$ cat src/rtl/adder_axil_ctrl.sv
// adder_axil_ctrl
// ---------------------------------------------------------------------------
// AXI4-Lite master sequencer for the memory-mapped adder slave. It accepts
// one job (operands A and B) on a valid/ready command port. It then does the
// following on the bus, in order:
//   1. write A to BASE_ADDR+0
//   2. write B to BASE_ADDR+4
//   3. read the sum from BASE_ADDR+8
//   4. read the overflow flag from BASE_ADDR+12 (bit 0)
// The sum, overflow and a sticky error flag are returned on a valid/ready
// response port.
//
// Optional feature macro: ADDER_CTRL_TIMEOUT_EN
//   When defined, each bus phase has a 16-bit watchdog. A phase that stays
//   incomplete for TIMEOUT_CYCLES cycles is abandoned and the job is reported
//   with rsp_err=1 and rsp_sum=0.
//   When undefined, phases wait indefinitely.
//
// Ports
//   m1_axi_aclk, m1_axi_areset    clock, async active-high reset
//   cmd_valid/cmd_ready           job handshake; cmd_a/cmd_b are the operands
//   rsp_valid/rsp_ready           result handshake; rsp_sum, rsp_ovf, rsp_err
//   m1_axi_aw*/w*/b*/ar*/r*       AXI4-Lite master channels to the adder
// ---------------------------------------------------------------------------
module adder_axil_ctrl #(
  parameter int                    DATA_WIDTH     = 32,
  parameter int                    ADDR_WIDTH     = 8,
  parameter logic [ADDR_WIDTH-1:0] BASE_ADDR      = '0,
  parameter int                    TIMEOUT_CYCLES = 255
) (
  input  logic                    m1_axi_aclk,
  input  logic                    m1_axi_areset,
  input  logic                    cmd_valid,
  output logic                    cmd_ready,
  input  logic [DATA_WIDTH-1:0]   cmd_a,
  input  logic [DATA_WIDTH-1:0]   cmd_b,
  output logic                    rsp_valid,
  input  logic                    rsp_ready,
  output logic [DATA_WIDTH-1:0]   rsp_sum,
  output logic                    rsp_ovf,
  output logic                    rsp_err,
  output logic [ADDR_WIDTH-1:0]   m1_axi_awaddr,
  output logic                    m1_axi_awvalid,
  input  logic                    m1_axi_awready,
  output logic [DATA_WIDTH-1:0]   m1_axi_wdata,
  output logic [DATA_WIDTH/8-1:0] m1_axi_wstrb,
  output logic                    m1_axi_wvalid,
  input  logic                    m1_axi_wready,
  input  logic [1:0]              m1_axi_bresp,
  input  logic                    m1_axi_bvalid,
  output logic                    m1_axi_bready,
  output logic [ADDR_WIDTH-1:0]   m1_axi_araddr,
  output logic                    m1_axi_arvalid,
  input  logic                    m1_axi_arready,
  input  logic [DATA_WIDTH-1:0]   m1_axi_rdata,
  input  logic [1:0]              m1_axi_rresp,
  input  logic                    m1_axi_rvalid,
  output logic                    m1_axi_rready
);

  localparam logic [ADDR_WIDTH-1:0] ADDR_A   = BASE_ADDR;
  localparam logic [ADDR_WIDTH-1:0] ADDR_B   = BASE_ADDR + ADDR_WIDTH'(4);
  localparam logic [ADDR_WIDTH-1:0] ADDR_SUM = BASE_ADDR + ADDR_WIDTH'(8);
  localparam logic [ADDR_WIDTH-1:0] ADDR_OVF = BASE_ADDR + ADDR_WIDTH'(12);

  typedef enum logic [2:0] {IDLE, WR_A, WR_B, RD_SUM, RD_OVF, DONE} state_t;

  state_t                  state, state_n;
  logic [DATA_WIDTH-1:0]   op_b, op_b_n;
  logic                    aw_done, aw_done_n, w_done, w_done_n, b_done, b_done_n;
  logic                    ar_done, ar_done_n, r_done, r_done_n;
  logic [ADDR_WIDTH-1:0]   awaddr_n, araddr_n;
  logic [DATA_WIDTH-1:0]   wdata_n, rsp_sum_n;
  logic [DATA_WIDTH/8-1:0] wstrb_n;
  logic                    awvalid_n, wvalid_n, bready_n, arvalid_n, rready_n;
  logic                    rsp_valid_n, rsp_ovf_n, rsp_err_n;

  logic aw_hs, w_hs, b_hs, ar_hs, r_hs;
  logic wr_complete, rd_complete;

  // Only the error bit of each response code matters here.
  logic unused_resp_bits;
  assign unused_resp_bits = m1_axi_bresp[0] ^ m1_axi_rresp[0];

  assign aw_hs = m1_axi_awvalid & m1_axi_awready;
  assign w_hs  = m1_axi_wvalid  & m1_axi_wready;
  assign b_hs  = m1_axi_bvalid  & m1_axi_bready;
  assign ar_hs = m1_axi_arvalid & m1_axi_arready;
  assign r_hs  = m1_axi_rvalid  & m1_axi_rready;

  // A handshake in the current cycle counts as done, so a phase can finish in
  // the same cycle its last handshake happens (zero-wait slave: one cycle).
  assign wr_complete = (aw_done | aw_hs) & (w_done | w_hs) & (b_done | b_hs);
  assign rd_complete = (ar_done | ar_hs) & (r_done | r_hs);

  // cmd_ready is the only output decoded directly from the state register.
  assign cmd_ready = (state == IDLE);

`ifdef ADDER_CTRL_TIMEOUT_EN
  localparam logic [15:0] TIMEOUT_LIMIT = 16'(TIMEOUT_CYCLES - 1);
  logic [15:0] wd_cnt, wd_cnt_n;
  logic        in_phase, phase_complete;

  assign in_phase       = (state == WR_A) || (state == WR_B) ||
                          (state == RD_SUM) || (state == RD_OVF);
  assign phase_complete = ((state == WR_A) || (state == WR_B)) ? wr_complete
                                                               : rd_complete;
`else
  logic [15:0] unused_timeout;
  assign unused_timeout = 16'(TIMEOUT_CYCLES);
`endif

  // Next-state and next-output logic. Every output except cmd_ready is a
  // register, so this block computes the value each one takes at the next
  // edge. Entering a phase raises that phase's valid/ready set together and
  // clears its done flags. Each valid/ready then falls on its own handshake.
  always_comb begin
    state_n     = state;
    op_b_n      = op_b;
    aw_done_n   = aw_done;
    w_done_n    = w_done;
    b_done_n    = b_done;
    ar_done_n   = ar_done;
    r_done_n    = r_done;
    awaddr_n    = m1_axi_awaddr;
    araddr_n    = m1_axi_araddr;
    wdata_n     = m1_axi_wdata;
    wstrb_n     = m1_axi_wstrb;
    awvalid_n   = m1_axi_awvalid;
    wvalid_n    = m1_axi_wvalid;
    bready_n    = m1_axi_bready;
    arvalid_n   = m1_axi_arvalid;
    rready_n    = m1_axi_rready;
    rsp_valid_n = rsp_valid;
    rsp_sum_n   = rsp_sum;
    rsp_ovf_n   = rsp_ovf;
    rsp_err_n   = rsp_err;
`ifdef ADDER_CTRL_TIMEOUT_EN
    wd_cnt_n    = '0;
`endif

    case (state)
      IDLE: begin
        if (cmd_valid) begin
          op_b_n    = cmd_b;
          rsp_err_n = 1'b0;
          awaddr_n  = ADDR_A;
          wdata_n   = cmd_a;
          wstrb_n   = '1;
          awvalid_n = 1'b1;
          wvalid_n  = 1'b1;
          bready_n  = 1'b1;
          aw_done_n = 1'b0;
          w_done_n  = 1'b0;
          b_done_n  = 1'b0;
          state_n   = WR_A;
        end
      end

      WR_A, WR_B: begin
        if (aw_hs) begin
          awvalid_n = 1'b0;
          aw_done_n = 1'b1;
        end
        if (w_hs) begin
          wvalid_n = 1'b0;
          w_done_n = 1'b1;
        end
        if (b_hs) begin
          bready_n = 1'b0;
          b_done_n = 1'b1;
          if (m1_axi_bresp[1]) rsp_err_n = 1'b1;
        end
        if (wr_complete) begin
          aw_done_n = 1'b0;
          w_done_n  = 1'b0;
          b_done_n  = 1'b0;
          if (state == WR_A) begin
            awaddr_n  = ADDR_B;
            wdata_n   = op_b;
            awvalid_n = 1'b1;
            wvalid_n  = 1'b1;
            bready_n  = 1'b1;
            state_n   = WR_B;
          end else begin
            wstrb_n   = '0;
            araddr_n  = ADDR_SUM;
            arvalid_n = 1'b1;
            rready_n  = 1'b1;
            ar_done_n = 1'b0;
            r_done_n  = 1'b0;
            state_n   = RD_SUM;
          end
        end
      end

      RD_SUM, RD_OVF: begin
        if (ar_hs) begin
          arvalid_n = 1'b0;
          ar_done_n = 1'b1;
        end
        if (r_hs) begin
          rready_n = 1'b0;
          r_done_n = 1'b1;
          if (state == RD_SUM) rsp_sum_n = m1_axi_rdata;
          else                 rsp_ovf_n = m1_axi_rdata[0];
          if (m1_axi_rresp[1]) rsp_err_n = 1'b1;
        end
        if (rd_complete) begin
          ar_done_n = 1'b0;
          r_done_n  = 1'b0;
          if (state == RD_SUM) begin
            araddr_n  = ADDR_OVF;
            arvalid_n = 1'b1;
            rready_n  = 1'b1;
            state_n   = RD_OVF;
          end else begin
            rsp_valid_n = 1'b1;
            state_n     = DONE;
          end
        end
      end

      DONE: begin
        if (rsp_ready) begin
          rsp_valid_n = 1'b0;
          state_n     = IDLE;
        end
      end

      default: state_n = IDLE;
    endcase

`ifdef ADDER_CTRL_TIMEOUT_EN
    // The watchdog counts the incomplete cycles of the current phase. On the
    // last allowed cycle it abandons the bus and reports a failed job.
    if (in_phase && !phase_complete) begin
      wd_cnt_n = wd_cnt + 16'd1;
      if (wd_cnt == TIMEOUT_LIMIT) begin
        wd_cnt_n    = '0;
        awvalid_n   = 1'b0;
        wvalid_n    = 1'b0;
        bready_n    = 1'b0;
        arvalid_n   = 1'b0;
        rready_n    = 1'b0;
        rsp_err_n   = 1'b1;
        rsp_sum_n   = '0;
        rsp_valid_n = 1'b1;
        state_n     = DONE;
      end
    end
`endif
  end

  // State and output registers. Reset clears everything immediately; any bus
  // transaction in progress is simply abandoned.
  always_ff @(posedge m1_axi_aclk or posedge m1_axi_areset) begin
    if (m1_axi_areset) begin
      state          <= IDLE;
      op_b           <= '0;
      aw_done        <= 1'b0;
      w_done         <= 1'b0;
      b_done         <= 1'b0;
      ar_done        <= 1'b0;
      r_done         <= 1'b0;
      m1_axi_awaddr  <= '0;
      m1_axi_araddr  <= '0;
      m1_axi_wdata   <= '0;
      m1_axi_wstrb   <= '0;
      m1_axi_awvalid <= 1'b0;
      m1_axi_wvalid  <= 1'b0;
      m1_axi_bready  <= 1'b0;
      m1_axi_arvalid <= 1'b0;
      m1_axi_rready  <= 1'b0;
      rsp_valid      <= 1'b0;
      rsp_sum        <= '0;
      rsp_ovf        <= 1'b0;
      rsp_err        <= 1'b0;
`ifdef ADDER_CTRL_TIMEOUT_EN
      wd_cnt         <= '0;
`endif
    end else begin
      state          <= state_n;
      op_b           <= op_b_n;
      aw_done        <= aw_done_n;
      w_done         <= w_done_n;
      b_done         <= b_done_n;
      ar_done        <= ar_done_n;
      r_done         <= r_done_n;
      m1_axi_awaddr  <= awaddr_n;
      m1_axi_araddr  <= araddr_n;
      m1_axi_wdata   <= wdata_n;
      m1_axi_wstrb   <= wstrb_n;
      m1_axi_awvalid <= awvalid_n;
      m1_axi_wvalid  <= wvalid_n;
      m1_axi_bready  <= bready_n;
      m1_axi_arvalid <= arvalid_n;
      m1_axi_rready  <= rready_n;
      rsp_valid      <= rsp_valid_n;
      rsp_sum        <= rsp_sum_n;
      rsp_ovf        <= rsp_ovf_n;
      rsp_err        <= rsp_err_n;
`ifdef ADDER_CTRL_TIMEOUT_EN
      wd_cnt         <= wd_cnt_n;
`endif
    end
  end

endmodule

$ cat config.mk
export PLATFORM = sky130hd
export DESIGN_NAME = adder_axil_ctrl
export DESIGN_NICKNAME = d
export VERILOG_FILES = /design/src/rtl/adder_axil_ctrl.sv
export SDC_FILE = /design/constraint.sdc
export NUM_CORES = 1
export LEC_CHECK = 0
export CAP_MARGIN = 20
export CORE_MARGIN = 5
export CORE_UTILIZATION = 49
export CTS_BUF_LIST = sky130_fd_sc_hd__clkbuf_2 sky130_fd_sc_hd__clkbuf_4 sky130_fd_sc_hd__clkbuf_8
export CTS_CLUSTER_SIZE = 24
export DETAILED_ROUTE_END_ITERATION = 12
export PLACE_DENSITY = 0.86
export SETUP_SLACK_MARGIN = 0.3
export SYNTH_ARGS = -nofsm -noshare
export SYNTH_HDL_FRONTEND = slang
export SYNTH_SLANG_ARGS = --single-unit
export TNS_END_PERCENT = 100
$ cat constraint.sdc
create_clock -name m1_axi_aclk -period 6.25 [get_ports m1_axi_aclk]
set_input_delay 1.25 -clock m1_axi_aclk [delete_from_list [all_inputs] [get_ports m1_axi_aclk]]
set_output_delay 1.25 -clock m1_axi_aclk [all_outputs]
set_load 0.03 [all_outputs]
### Word-level counts from Yosys, hierarchy flattened

Cells that the tools add are included.

* input bits: 109
* logic and storage cells: 153
* output and inout bits: 93
* bits in registers: 132

* mux-type cells: 74
* reduce and logical (&&, ||, !) cells: 23
* equality and inequality tests: 22
* bitwise operators: 14

Operators by type and width (number)
* 32-bit two-way mux: 3
* 32-bit case mux with 2 select lines: 1
* 8-bit two-way mux: 7
* 1-bit two-way mux: 40
* 8-bit case mux with 2 select lines: 2
* 2-bit != test (second input constant): 12
* 4-bit AND reduction: 6
* 1-bit case mux with 2 select lines: 11
* 3-bit AND reduction: 6
* 3-bit != test (second input constant): 5
* 3-bit two-way mux: 4
* 4-bit two-way mux: 3
* 3-bit case mux with 4 select lines: 1
* 1-bit AND: 8
* 4-bit case mux with 2 select lines: 1
* 3-bit by 2-bit equality test with 1-bit output (second input constant): 2
* 3-bit equality test (second input constant): 2
* 6-bit AND reduction: 1
* 2-bit nonzero test: 3
* 1-bit OR: 5
* 5-bit AND reduction: 1
* 2-bit AND reduction: 2
* 2-bit OR reduction: 2
* 3-bit by 1-bit equality test with 1-bit output (second input constant): 1
* 4 further kinds: 4

### Logic depth before layout (Yosys ltp)

Gate-level depths: netlist of the first run.

* word-level depth: 6
* gate-level depth with buffers: 6
* mapped depth without buffers: 4

### Least setup slack after synthesis of the first run

OpenSTA, ideal clock, no wires.

* path type: register -> output
* start: register state[0]
* end: output cmd_ready
* data required time: 5000 ps
* buffers on the path: 2
* path slack: 3588 ps
* arrival time: 1412 ps
* stages on the path, launching flop included: 4
* cells stage by stage: dfrtp_1 buf_6 clkbuf_1 nor3_1

* cells in the longest elaborated chain, start to end: 1

Ends and longest elaborated chain
* start: declaration: RTL line 68 `state_t state, state_n;`
* start signal: assignment: RTL line 283 `state <= state_n;`
* 3-bit zero test: RTL line 97 `assign cmd_ready = (state == IDLE);`
* end: declaration: RTL line 34 `output logic cmd_ready,`

Every way passes these cells.

### Worst setup path after layout of the first run

Same ends and word-level chain as after synthesis.

==> flow_summary.toml, run 1 <==
[route]
final_antenna_net_count = 0
drc = 0
firstDrtPassIters = 4
dr.first_iter.drc_count = 130
wl_mm = 13.2
detail_route.wl_per_cell_um = 18.5
routed_via_density = 5.24
vias = 3741

[placement]
gp_congestion = 0.893
port_buffers = 186
hpwl_mm = 9.40
placed_cells = 682

[power]
peakVddDrop_mv = 0.302
pwr_density_cell_nw_per_um2 = 544
leakage_nw = 3.36
finalPower_mw = 4.17

[worst_setup_path]
cp_max_fo = 18
cp.arrival_ns = 2.22
worstPathCellList = "nor3_1 > clkdlybuf4s50_1"
cp-end-kind = "output pin"
cp.required_ns = 5.00
crit_path_start_kind = "flop"
r2r_slack_ns = 3.48
worst-path-buf-inv = 1
cp_top_family = "buffers and inverters"
crit_type = "reg2out"
cp_slowest_stage_delay_ns = 0.74
cp_slowest_cell = "clkdlybuf4s50_1"

[clock_network]
root_buffer = "clkbuf_8"
post_cts_buffers = 0
clk_pin_slew_ns = 0.08
cts_tree = "done"
h-tree-depth = 4
cts_sinks = 116
clockBufferDepth = 2
holdBufCountCts = 0
numCtsBuffers = 17
clk_latency_ns = 0.42
cts_resized = 0

[sta]
hold_violations = 0
worst_pin_slew_ns = 0.842
max_freq_mhz = 289
slew_viol_final = 0
period_share_pct = 55.5
finalSetupTns_ns = 0
finalClockSkew_ns = 0.0134
rsz0062_at_grt = "false"
layout_min_cycle_time_ns = 3.47
relSlewSlack_pct = 43.8
hold_ws_ns = 0.494
setup_viol = 0

[layout]
fin_nets = 670
drive_gt1_share_pct = 26.5
layoutNonFillerInstCount = 714
antennaDiodeCount = 0
area_growth_pct = 44.1
num-fill-cells = 756

[yosys]
synth_edf_count = 0
ys_ff_latch = 116
synth_warnings = 0
synthArstFlopShare_pct = 100
synth_cell_type_count = 45
syn_area_per_cell_um2 = 14.2
synth-main-ff-cell = "dfrtp_1"
yosysSeqAreaShare_pct = 54.6
syn_inst = 374
syn_area_um2 = 5320

[floorplan]
start_util_pct = 49.5
rows = 38
dieArea_um2 = 13000
ios = 202
core_um2 = 10700
die_height_um = 114
dieWidth_um = 114

[global_routing]
antenna_found_initial = 0
grt_max_degree = 66
grt_use_total_pct = 20.6
grt_pass1_vias = 4080
grt_pass1_wl_mm = 21.1
grt_overflow_total = 0

[outcome]
status = "completed"

[flow_run]
drv_cap = 0

[worst_hold_path]
hp-class = "reg2reg"
[final cells by class]
type | instances | area, µm² | share of cell area [%]
inverters | 6 | 25.0 | 0.326
well taps | 140 | 175 | 2.29
repair buffers | 190 | 1890 | 24.7
multi-input cells | 230 | 2180 | 28.4
flip-flops and latches | 116 | 2900 | 37.9
clock buffers | 20 | 269 | 3.51
clock inverters | 12 | 225 | 2.94
[sequential cells by signal (all words and copies together) (netlist names)]
name / cells
m1_axi_wvalid: 1
m1_axi_bready: 1
r_done: 1
ar_done: 1
rsp_err: 1
aw_done: 1
m1_axi_wstrb: 1
m1_axi_awaddr: 1
rsp_valid: 1
op_b: 32
m1_axi_araddr: 2
rsp_ovf: 1
m1_axi_arvalid: 1
m1_axi_awvalid: 1
w_done: 1
rsp_sum: 32
m1_axi_wdata: 32
b_done: 1
state: 3
m1_axi_rready: 1
[cells in the mapped netlist, types with 4 or more instances]
library cell | number | area share [%]
inv_1 | 6 | 0.42
mux2_2 | 80 | 17
nand3_1 | 5 | 0.47
nand2_1 | 8 | 0.56
o21ai_0 | 10 | 0.94
nor2_1 | 10 | 0.71
nor3_1 | 4 | 0.38
buf_4 | 20 | 2.8
a31oi_1 | 4 | 0.47
buf_2 | 7 | 0.66
a21oi_1 | 11 | 1.0
mux2_1 | 22 | 4.7
mux2_4 | 27 | 7.6
dfrtp_1 | 116 | 55
[placed cells by master (no fill, tap or decap), types with 2 or more instances in the layout]
cell type / synthesis / final
a21bo_1: 3 / 3
o21ai_0: 10 / 10
bufinv_16: 0 / 6
clkinv_4: 0 / 3
clkbuf_8: 0 / 19
mux2_2: 80 / 80
a21oi_1: 11 / 11
conb_1: 1 / 13
buf_4: 20 / 4
a31oi_1: 4 / 4
dfrtp_1: 116 / 116
clkinv_2: 0 / 2
nand3_1: 5 / 5
inv_1: 6 / 5
nand2b_1: 3 / 3
a21o_1: 3 / 3
mux2_4: 27 / 27
or2_2: 2 / 2
clkdlybuf4s50_1: 0 / 186
nor2_1: 10 / 10
nor3_1: 4 / 4
mux2_1: 22 / 22
a221oi_1: 2 / 2
a21boi_0: 3 / 3
nand2_1: 8 / 8
[power by group]
part	internal (mW)	switching (mW)	total [mW]
sequential	1.08	0.232	1.31
clock	0.543	0.313	0.857
combinational	1.02	0.983	2.00
[path summary, 6_finish.rpt]
path | end | depth (start not counted) | startpoint
max | cmd_ready | 2 | state[0]$_DFFE_PP0P_
min | m1_axi_araddr[3]$_DFFE_PP0P_ | 1 | m1_axi_araddr[3]$_DFFE_PP0P_
max reg2reg | m1_axi_wdata[0]$_DFFE_PP0P_ | 5 | state[0]$_DFFE_PP0P_
min reg2reg | m1_axi_araddr[3]$_DFFE_PP0P_ | 1 | m1_axi_araddr[3]$_DFFE_PP0P_
max in group asynchronous | m1_axi_wdata[9]$_DFFE_PP0P_ | 3 | m1_axi_areset
min in group asynchronous | m1_axi_araddr[3]$_DFFE_PP0P_ | 2 | m1_axi_areset
[layer usage]
metal | wire [µm] | GRT usage, % | vias up
li1 | - | - | 1688
met2 | 6650 | 35.5 | 200
met3 | 1510 | 9.62 | 13
met1 | 4920 | 23.3 | 1840
met5 | 0 | 0 | -
met4 | 113 | 4.59 | 0
[logic make-up after synthesis]
logic type | share of synthesized area [%]
AO/OA/AOI/OAI | 5.86
buffers and inverters | 5.36
multiplexers | 29.2
AND/OR/NAND/NOR | 4.40
flip-flops | 54.6
other | 0.0705
XOR/XNOR | 0.518
[metrics by stage]
step	util, %	area (µm²)	setup slack (ns)
4_1_cts	71.3	7660	2.73
6_report	71.3	7660	2.78
5_1_grt	71.3	7660	2.66
3_5_place_dp	66.7	7170	2.55
2_1_floorplan	-	5360	1.93
3_3_place_gp	66.7	7170	2.57
Note: power is estimated with default switching activity, not from simulation.
==> run 2, diff against run 1 <==
- CORE_UTILIZATION: 49 -> 41
- PLACE_DENSITY: 0.86 -> 0.76
- clock period: 6.25 -> 3.16 ns (I/O delays scaled with it)
==> run 2 against run 1 <==
Clock power up 42%. Largest cell class unchanged. Critical path depth unchanged. Setup slack got worse by 2.3 ns. Critical path type unchanged. Non-clock buffer count increased by 4. Combinational power increased by 100%.
==> flow_summary.toml, run 2 (same netlist as run 1, synthesis figures left out) <==
[sta]
slew_viol_final = 0
relSlewSlack_pct = 55.3
setup_viol = 0
period_share_pct = 85.4
fin_ws_ns = 0.460
finalClockSkew_ns = 0.00908
finalSetupTns_ns = 0
hold_violations = 0
rsz0062_at_grt = "false"
worst_pin_slew_ns = 0.670
max_freq_mhz = 370
layout_min_cycle_time_ns = 2.70

[layout]
design_area_um2 = 7620
utilization_pct = 60.1
fin_nets = 674
layout_common_cells = "186 x clkdlybuf4s50_1, 116 x dfrtp_1, 80 x mux2_2, 27 x mux2_4"
reg_top3 = "m1_axi_wdata: 32 flops, op_b: 32 flops, rsp_sum: 32 flops"
layoutNonFillerInstCount = 748
final_common_cell = "clkdlybuf4s50_1"
antennaDiodeCount = 0
area_growth_pct = 43.2
drive_gt1_share_pct = 26.7

[floorplan]
rows = 41
ios = 202
dieWidth_um = 124
start_util_pct = 42.0
core_um2 = 12700
dieArea_um2 = 15400
die_height_um = 124

[worst_setup_path]
cp_max_fo = 16
crit_type = "reg2out"
cp.required_ns = 2.53
cp-end-kind = "output pin"
crit_path_start_kind = "flop"
cp.arrival_ns = 2.07

[clock_network]
clockBufferDepth = 2
clk_pin_slew_ns = 0.06
post_cts_buffers = 0
cts_sinks = 116
cts_tree = "done"
clk_latency_ns = 0.43
h-tree-depth = 4
cts_resized = 0
root_buffer = "clkbuf_8"
holdBufCountCts = 0
numCtsBuffers = 17

[route]
dr.first_iter.drc_count = 127
drc = 0
vias = 3659
final_antenna_net_count = 0
detail_route.wl_per_cell_um = 17.3
firstDrtPassIters = 4
wl_mm = 12.9
routed_via_density = 4.89

[placement]
port_buffers = 186
post-place-ws_ns = 0.461
placement.cell_area_um2 = 7270
gp_congestion = 0.823
hpwl_mm = 9.22
placed_cells = 718

[outcome]
status = "completed"

[worst_hold_path]
hp-class = "reg2reg"

[global_routing]
grt_use_total_pct = 17.1
grt_overflow_total = 0
antenna_found_initial = 0
grt_pass1_wl_mm = 20.0
grt_pass1_vias = 3981
grt_max_degree = 117

[power]
peakVddDrop_mv = 0.592
leakage_nw = 3.32
pwr_density_cell_nw_per_um2 = 1030

[flow_run]
drv_cap = 0
-- run 2: worst paths after layout --
kind	start	to	slack (ns)	cells past startpoint
max	state[1]$_DFFE_PP0P_	cmd_ready	0.46	2
min reg2reg	m1_axi_araddr[3]$_DFFE_PP0P_	m1_axi_araddr[3]$_DFFE_PP0P_	0.49	1
max reg2reg	state[1]$_DFFE_PP0P_	m1_axi_wdata[14]$_DFFE_PP0P_	1.00	5
max in group asynchronous	m1_axi_areset	state[2]$_DFFE_PP0P_	1.91	3
min in group asynchronous	m1_axi_areset	rsp_sum[26]$_DFFE_PP0P_	0.70	3
min	m1_axi_araddr[3]$_DFFE_PP0P_	m1_axi_araddr[3]$_DFFE_PP0P_	0.49	1
-- run 2: final cells by class --
type,instances,area (µm²)
timing repair buffer,194,1950
multi-input combinational,230,2180
clock buffer,25,325
sequential,116,2900
tap,172,215
fill,1034,5050
inverter,6,26.3
clock inverter,5,25.0
-- run 2: metrics by stage --
step | power, mW | hold WS, ns
floorplan | 5.30 | 0.464
global placement | 6.54 | 0.451
detailed placement | 6.67 | 0.473
CTS | 7.94 | 0.490
global route | 8.28 | 0.508
finish | 7.83 | 0.486
-- run 2: per-layer routing --
layer / routed length [µm] / up-vias / GRT usage (%)
li1: - / 1693 / -
met1: 5170 / 1782 / 20.0
met2: 6120 / 167 / 27.4
met3: 1420 / 17 / 8.31
met4: 198 / 0 / 6.09
met5: 0 / - / 0
-- run 2: worst max-delay path, stage by stage, from the launching register on --
cell and delay [ns]:
dfrtp_1 0.61, nor3_1 0.32, clkdlybuf4s50_1 0.71
-- run 2: power breakdown --
group / internal (mW) / switching, mW
Sequential: 2.14 / 0.431
Clock: 0.657 / 0.561
Combinational: 2.08 / 1.96
Total: 4.88 / 2.95
==> run 3, diff against run 2 <==
- ABC_AREA: default -> 1
- CORE_UTILIZATION: 41 -> 38
- PLACE_DENSITY: 0.76 -> 0.71
==> run 3 against run 2 <==
Critical endpoint unchanged. Sequential cell count stayed put. Global-route usage is 1.3 points higher. Non-clock buffer count rose by 2. Wire length increased by 12%. Die area grew 7.4%. Core utilization is 4.3 points lower. Largest power group unchanged. Largest cell class unchanged. Critical path depth rose by 2. Clock power is 24% higher.
==> flow_summary.toml, run 3 <==
[sta]
rsz0062_at_grt = "false"
max_freq_mhz = 375
hold_violations = 0
layout_min_cycle_time_ns = 2.66
fin_ws_ns = 0.496
relSlewSlack_pct = 57.5
finalSetupTns_ns = 0
slew_viol_final = 0
worst_pin_slew_ns = 0.637
finalClockSkew_ns = 0.00968
setup_viol = 0
period_share_pct = 84.3

[yosys]
synth-main-ff-cell = "dfrtp_1"
syn_inst = 660
synthArstFlopShare_pct = 100
syn_area_um2 = 5330
netlist.area_leader.share_pct = 54.5
synth_warnings = 0
yosys-top-cells-area = "dfrtp_1 54%, nand2_1 19%, o21ai_0 5.3%, inv_1 4.9%, nand3_1 3.9%"
synth_top_cell_by_area = "dfrtp_1"
syn_area_per_cell_um2 = 8.07
synth_edf_count = 0
synth_cell_type_count = 28
ys_ff_latch = 116
synth_common_cells = "268 x nand2_1, 116 x dfrtp_1, 70 x inv_1"
yosysSeqAreaShare_pct = 54.5
yosysMostFrequentCell = "nand2_1"

[clock_network]
holdBufCountCts = 0
clockBufferDepth = 2
cts_resized = 0
clk_pin_slew_ns = 0.07
numCtsBuffers = 17
h-tree-depth = 4
cts_tree = "done"
post_cts_buffers = 0
clk_latency_ns = 0.44
root_buffer = "clkbuf_8"
cts_sinks = 116

[worst_setup_path]
reg2regPathDepth = 9
crit_type = "reg2out"
cp_max_fo = 8
cp_slowest_stage_delay_ns = 0.66
crit_path_start_kind = "flop"
cp_slowest_cell = "clkdlybuf4s50_1"
cp.arrival_ns = 2.03
cp.required_ns = 2.53
cp-end-kind = "output pin"
worstPathCellList = "nor2_8 > nand2_2 > inv_1 > clkdlybuf4s50_1"

[placement]
placement.cell_area_um2 = 7280
post-place-ws_ns = 0.668
gp_congestion = 0.834
port_buffers = 186
hpwl_mm = 10.0

[global_routing]
grt_use_total_pct = 18.4
grt_pass1_vias = 4747
grt_pass1_wl_mm = 23.8
grt_overflow_total = 0
antenna_found_initial = 0
grt_max_degree = 65

[route]
wl_mm = 14.5
firstDrtPassIters = 4
final_antenna_net_count = 0
detail_route.wl_per_cell_um = 14.0
drc = 0
dr.first_iter.drc_count = 259
routed_via_density = 4.47
vias = 4628

[power]
peakVddDrop_mv = 0.495
leakage_nw = 3.85
pwr_density_cell_nw_per_um2 = 1110

[worst_hold_path]
holdPathStages = 1
hp-class = "reg2reg"

[floorplan]
dieArea_um2 = 16500
core_um2 = 13800
die_height_um = 128
rows = 43
ios = 202
dieWidth_um = 128
start_util_pct = 38.5

[layout]
drive_gt1_share_pct = 7.13
reg_top3 = "m1_axi_wdata: 32 flops, op_b: 32 flops, rsp_sum: 32 flops"
fin_nets = 951
area_growth_pct = 44.8
layout_common_cells = "268 x nand2_1, 186 x clkdlybuf4s50_1, 116 x dfrtp_1, 69 x inv_1, 56 x o21ai_0"
antennaDiodeCount = 0
final_common_cell = "nand2_1"
design_area_um2 = 7710

[outcome]
status = "completed"

[flow_run]
drv_cap = 0
[run 3: cell count changes after synthesis, sizes merged, moves of 5 or more]
cell   change
nand2    +264
mux2     -129
inv       +70
o21ai     +66
nand3     +38
buf       +11
a21oi      -5
[run 3: worst paths after layout]
kind,slack (ns),start,end
min in group asynchronous,0.63,m1_axi_areset,rsp_sum[8]$_DFFE_PP0P_
setup reg to reg,1.11,state[1]$_DFFE_PP0P_,m1_axi_wdata[23]$_DFFE_PP0P_
max in group asynchronous,1.82,m1_axi_areset,state[1]$_DFFE_PP0P_
hold / removal,0.47,m1_axi_araddr[3]$_DFFE_PP0P_,m1_axi_araddr[3]$_DFFE_PP0P_
hold reg to reg,0.47,m1_axi_araddr[3]$_DFFE_PP0P_,m1_axi_araddr[3]$_DFFE_PP0P_
setup / recovery,0.50,state[0]$_DFFE_PP0P_,cmd_ready
[run 3: stage by stage]
| step | total power, mW | hold slack [ns] | util (%) | cells |
|---|---|---|---|---|
| floorplan | 5.54 | 0.442 | - | 672 |
| global placement | 7.04 | 0.454 | 52.6 | 1003 |
| detailed placement | 7.11 | 0.455 | 52.6 | 1003 |
| CTS | 8.67 | 0.471 | 55.8 | 1035 |
| global route | 9.25 | 0.496 | 55.8 | 1035 |
| finish | 8.57 | 0.471 | 55.8 | 1035 |
[run 3: area by class of cell]
class                           instances  area, µm²
Sequential cell                       116       2900
Tap cell                              180        225
Multi-Input combinational cell        435       1900
Clock inverter                         10        155
Timing Repair Buffer                  196       1960
Fill cell                            1295       6110
Inverter                               76        289
Clock buffer                           22        278
[run 3: worst max-delay path, delay by kind of cell (launching register included)]
kind / cells / cell delay, ns
buffers and inverters: 2 / 0.73
flip-flops: 1 / 0.52
AND/OR/NAND/NOR: 2 / 0.35
[run 3: power breakdown]
part / internal, mW / total, mW / switching, mW / leakage (nW)
combinational: 1.64 / 4.50 / 2.85 / 2.19
clock: 0.909 / 1.51 / 0.599 / 0.220
sequential: 2.18 / 2.56 / 0.382 / 1.44
total: 4.73 / 8.57 / 3.84 / 3.85
[run 3: cell families after synthesis]
| kind of cell | share of synthesized area (%) |
|---|---|
| AND/OR/NAND/NOR | 26.4 |
| buffers and inverters | 10.7 |
| flip-flops | 54.5 |
| AO/OA/AOI/OAI | 8.41 |
| other | 0.0704 |
[run 3: layer usage]
metal  part of all wire (%)  track usage [%]  vias up
met5                      0                0        -
li1                       -                -     2366
met3                    9.3             8.84       21
met4                    1.3             5.56        0
met1                     44             23.7     2098
met2                     46             27.5      143
